<file path="src/rtl/hazard_ctrl_pkg.sv">
// hazard_ctrl_pkg: shared pipeline types for the hazard controller
package hazard_ctrl_pkg;
  typedef logic [4:0] reg_ind_t;
  typedef struct packed {
    logic l;
    logic w;
    logic m;
  } control_signals_t;
  typedef enum logic [2:0] {F, D, E, M, W} stage_t;
  typedef enum logic [1:0] {IDLE, BUSY, DONE} md_state_t;
  localparam int NSTAGE = 5;
  function automatic logic [NSTAGE-1:0] st(stage_t s);
    return 5'(1) << s;
  endfunction
endpackage

</file>
<file path="src/rtl/hazard_ctrl_md_seq.sv">
// md_seq: mul/div start/busy/done sequencer with latency counter
module md_seq
  import hazard_ctrl_pkg::*;
#(
  parameter int MUL_LAT = 2,
  parameter int DIV_LAT = 33
) (
  input  logic clk,
  input  logic rst,
  input  logic start,
  input  logic is_div,
  output logic md_start,
  output logic md_busy,
  output logic md_hold
);
  md_state_t state, state_n;
  logic [5:0] cnt, cnt_n, load;
  assign load = 6'(is_div ? DIV_LAT - 2 : MUL_LAT - 2);
  always_ff @(posedge clk)
    if (rst) begin
      state <= IDLE;
      cnt <= '0;
    end else begin
      state <= state_n;
      cnt <= cnt_n;
    end
  always_comb begin
    state_n = state;
    cnt_n = cnt;
    md_start = state == IDLE && start;
    md_busy = state == BUSY;
    md_hold = md_start || md_busy;
    if (md_start) begin
      cnt_n = load;
      state_n = load == 6'd0 ? DONE : BUSY;
    end else if (md_busy) begin
      cnt_n = cnt - 6'd1;
      state_n = cnt == 6'd1 ? DONE : BUSY;
    end else if (state == DONE)
      state_n = IDLE;
  end
endmodule

</file>
<file path="src/rtl/hazard_ctrl.sv">
// hazard_ctrl: stall/flush scheduler for the RV32IM pipeline; HAZARD_CTRL_RV32M_EN adds mul/div sequencing
module hazard_ctrl
  import hazard_ctrl_pkg::*;
#(
  parameter int MUL_LAT = 2,
  parameter int DIV_LAT = 33
) (
  input  logic             clk,
  input  logic             rst,
  input  logic             d_valid,
  input  reg_ind_t         d_rs1,
  input  reg_ind_t         d_rs2,
  input  logic             d_use_rs1,
  input  logic             d_use_rs2,
  input  logic             e_valid,
  input  reg_ind_t         e_rd,
  input  control_signals_t e_cs,
  input  logic [2:0]       e_func3,
  input  logic             e_redirect,
  output logic [4:0]       stalls,
  output logic [4:0]       flushes,
  output logic             md_start,
  output logic             md_busy
);
  logic load_use, md_hold, unused_ok;
  assign load_use = e_valid && e_cs.l && e_rd != '0 && d_valid &&
                    ((d_use_rs1 && d_rs1 == e_rd) || (d_use_rs2 && d_rs2 == e_rd));
`ifdef HAZARD_CTRL_RV32M_EN
  logic seq_busy;
  md_seq #(.MUL_LAT(MUL_LAT), .DIV_LAT(DIV_LAT)) u_md_seq (
    .clk(clk),
    .rst(rst),
    .start(e_valid && e_cs.m && !e_redirect && !rst),
    .is_div(e_func3[2]),
    .md_start(md_start),
    .md_busy(seq_busy),
    .md_hold(md_hold)
  );
  assign md_busy = seq_busy && !rst;
  assign unused_ok = ^{e_cs.w, e_func3[1:0]};
  always_ff @(posedge clk)
    if (!rst) assert (!(e_redirect && e_cs.m));
`else
  assign md_start = 1'b0;
  assign md_busy = 1'b0;
  assign md_hold = 1'b0;
  assign unused_ok = ^{e_cs.w, e_func3};
  always_ff @(posedge clk)
    if (!rst) assert (!(e_valid && e_cs.m));
`endif
  always_comb begin
    stalls = '0;
    flushes = '0;
    if (rst) flushes = '1;
    else if (e_redirect) flushes = st(D) | st(E);
    else if (md_hold) begin
      stalls = st(F) | st(D) | st(E);
      flushes = st(M);
    end else if (load_use) begin
      stalls = st(F) | st(D);
      flushes = st(E);
    end
  end
endmodule

</file>
<file path="config.mk">
export PLATFORM = sky130hd
export DESIGN_NAME = hazard_ctrl
export DESIGN_NICKNAME = d
export VERILOG_FILES = /design/src/rtl/hazard_ctrl_pkg.sv /design/src/rtl/hazard_ctrl_md_seq.sv /design/src/rtl/hazard_ctrl.sv
export SDC_FILE = /design/constraint.sdc
export NUM_CORES = 1
export LEC_CHECK = 0
export CAP_MARGIN = 20
export CORE_AREA = 2 2 39 41
export DETAILED_ROUTE_END_ITERATION = 10
export DIE_AREA = 0 0 41 43
export PLACE_DENSITY = 0.75
export SLEW_MARGIN = 10
export SYNTH_ARGS = -nofsm -noshare
export SYNTH_HDL_FRONTEND = slang
export SYNTH_SLANG_ARGS = --single-unit
</file>
<file path="constraint.sdc">
create_clock -name vclk -period 1.75
set_input_delay 0.175 -clock vclk [all_inputs]
set_output_delay 0.175 -clock vclk [all_outputs]
set_load 0.02 [all_outputs]
</file>
# After elaboration in Yosys (flattened, before gate mapping)
# Index checks and enable logic that the tools add are counted.
[word_totals]
mem_bits_ro = 0
inputBits = 28
latchBits = 0
regBits = 0
out_inout_bits = 12
memories = 0
ramBits = 0
[op_classes]
n_mul = 0
n_reduce_logical = 8
n_mux = 6
shifts = 0
n_lt_le_gt_ge = 0
eq_ne = 2
addsub = 0
n_bitwise = 0
n_div = 0
[ops]
columns = ["cell", "count"]
rows = [
  ["equality test 5 bit", 2],
  ["2-to-1 mux 5 bit", 2],
  ["logical AND 1 bit", 6],
  ["2-to-1 mux 3 bit", 2],
  ["nonzero test 5 bit", 1],
  ["2-to-1 mux 2 bit", 2],
  ["logical OR 1 bit", 1],
]

# Depth between registers and ports, before layout
# Gate-level depths: netlist (run 1).
[logic_depth]
ltp_word = 7
depth_mapped = 5
mapped_depth_nobuf = 4

# Worst setup path after synthesis (run 1)
# No wires, ideal clock.
[synth_timing]
kind = "input -> output"
from = "in e_rd[3]"
to = "out stalls[1]"
t_required_ps = 1575
arrival_ps = 1530
path_stages = 5
path_slack_ps = 45
cell_sequence = "xor2_1 -> nor4_1 -> a32oi_1 -> nor3_1 -> buf_4"
[synth_between]
elab_chain_len = 7
word_cells_on_any_way = 12
[synth_lines]
columns = ["item", "line", "rtl"]
rows = [
  ["start, declared", "hazard_ctrl.sv:16", "input reg_ind_t e_rd,"],
  ["equality test 5 bit or nonzero test 5 bit (tied branches)", "hazard_ctrl.sv:27, hazard_ctrl.sv:26", ""],
  ["logical AND 1 bit, on equally long branches", "hazard_ctrl.sv:27, hazard_ctrl.sv:26", ""],
  ["logical OR 1 bit or logical AND 1 bit (tied branches)", "hazard_ctrl.sv:27, hazard_ctrl.sv:26", ""],
  ["logical AND 1 bit (*)", "hazard_ctrl.sv:26", "assign load_use = e_valid && e_cs.l && e_rd != '0 && d_valid &&"],
  ["2-to-1 mux 2 bit (*)", "hazard_ctrl.sv:59", "end else if (load_use) begin"],
  ["2-to-1 mux 2 bit (*)", "hazard_ctrl.sv:55", "else if (e_redirect) flushes = st(D) | st(E);"],
  ["2-to-1 mux 5 bit (*)", "hazard_ctrl.sv:54", "if (rst) flushes = '1;"],
  ["end, declared", "hazard_ctrl.sv:20", "output logic [4:0] stalls,"],
]
# Every way passes the cells marked *; elsewhere a longest branch is shown, timed or not.

# Worst setup path after layout (run 1)
[layout_timing]
from = "in e_rd[1]"
to = "out stalls[0]"
# Same word-level chain as after synthesis.

==> results_dict.tcl, run 1 <==
set metrics [dict create \
    status "finished, final reports clean" \
    nets 87 \
    start_kind "primary input" \
    start_util_pct 16.5 \
    netlist_instances 29 \
    regArea_um2 0 \
    cellPowerDensity_nw_per_um2 225 \
    num-fill-cells 149 \
    drtIter0Drc 1 \
    ant_nets 0 \
    routed_wl_um 818 \
    grt_use_total_pct 8.19 \
    crit_fanout 3 \
    fin_crit_sh_pct 94.9 \
    yosysMostFrequentCell "buf_4" \
    leakagePower_nw 0.227 \
    hold_path.class "primary input to output port" \
    ios 40 \
    io_buffers 29 \
    synth_common_cells "9 x buf_4, 8 x xor2_1, 2 x nor4_1, 2 x xnor2_1" \
    drc 0 \
    grt_pass1_vias 281 \
    ys_seq_area_share_pct 0 \
    cap_violations 0 \
    area_growth_pct 132 \
    vias 301 \
    post_drt_wl_per_cell_um 11.2 \
    utilization_pct 38.2 \
    ir_drop_uv 79.9 \
    antennaDiodeCount 0 \
    fp.dieW_um 41 \
    seq_cells 0 \
    required_ns 1.57 \
    synth_top_area_share_pct 30.8 \
    grt_first_pass_wirelength_mm 1.05 \
    tns_ns 0 \
    gp_congestion 0.584 \
    setup_viol 0 \
    multi_input_area_um2 208 \
    drv_slew 0 \
    firstDrtPassIters 4 \
    vias_per_cell 4.12 \
    rows 14 \
    ys_warn_count 0 \
    synth_area_um2 228 \
    period_minus_slack_ns 1.66 \
    grt_max_degree 4 \
    cts_setup_buffers 0 \
    die_y_um 43 \
    syn_avg_cell_area_um2 7.85 \
    fmax_ghz 0.602 \
    grt_overflow 0 \
    timing_hold_violations_final 0 \
    yosys.area.top_type "xor2_1" \
    nClkBuffers 0 \
    end_kind "output port" \
    fin_area_um2 528 \
    dieArea_um2 1760 \
    place_area_um2 515 \
    synth_cell_types 12 \
    antenna_found_initial 0 \
    drive_gt1_share_pct 22.8 \
    worst-setup-path-type "primary input to output port" \
    synth_area_leaders "xor2_1 31%, buf_4 30%, xnor2_1 7.7%" \
    hpwlAfterDp_um 693 \
    fp.coreArea_um2 1380 \
    cp.arrival_ns 1.49 \
]
## through the flow
step           power [mW]  setup WS [ns]  cells  hold WS (ns)
3_5_place_dp        0.121         -0.632     73          1.43
3_3_place_gp        0.119         -0.592     73          1.42
6_report            0.119         0.0885     73          1.07
4_1_cts             0.115        0.00551     73          1.08
2_1_floorplan      0.0541         0.0451     33         0.463
5_1_grt             0.127        -0.0190     73          1.12
## path summary, 6_finish.rpt
check / from / to / slack, ns / cells past startpoint
worst max-delay path: e_rd[1] / stalls[0] / 0.09 / 6
worst min-delay path: d_valid / stalls[1] / 1.07 / 4
## layout make-up
cell class / instances / area share [%]
multi-input cells: 24 / 39.3
well taps: 16 / 3.79
repair buffers: 33 / 56.9
## layer usage
| metal | vias up | wire length (um) | GRT usage (%) |
|---|---|---|---|
| li1 | 143 | - | - |
| met1 | 126 | 291 | 9.18 |
| met2 | 32 | 361 | 15.6 |
| met3 | 0 | 165 | 1.57 |
| met4 | 0 | 0 | 0 |
| met5 | - | 0 | 0 |
## critical path, cell delays in order
cell	delay, ns
dlygate4sd2_1	0.27
xor2_1	0.19
nor4_2	0.28
a32oi_1	0.18
nor3_2	0.21
buf_4	0.17
## report_power, final
group	switching, mW	leakage [nW]	internal, mW
clock	0	0	0
combinational	0.0539	0.227	0.0650
sequential	0	0	0
## kinds of logic after synthesis
family / after synthesis / share of synthesized area (%)
other: 1 / 1.65
AO/OA/AOI/OAI: 3 / 13.7
buffers and inverters: 9 / 29.7
AND/OR/NAND/NOR: 6 / 16.5
XOR/XNOR: 10 / 38.5
## placed cells by master (no fill, tap or decap), drive strengths merged
master and n:
xnor2 2, a32oi 1, and2 1, or2 1, dlygate4sd2 12, nor3 1
o2111ai 1, o21bai 1, dlymetal6s2s 1, buf 7, conb 5, or4 1
nor4 2, xor2 8, clkdlybuf4s50 13
## timing repair
action                     in CTS  in global routing
resized for setup              32                  3
hold buffers                    0                  0
gates cloned                    0                  0
pin swaps                       5                  5
setup endpoints to repair       3                  3
Power figures use the tool's default switching activity.
==> run 2, diff against run 1 <==
SYNTH_HIERARCHICAL = 1   (was not set)
==> results of run 2 <==
Same layout as run 1: the final DEF is identical, and so are final timing and power.
Main changes from that run: Yosys warning count 0 -> 6
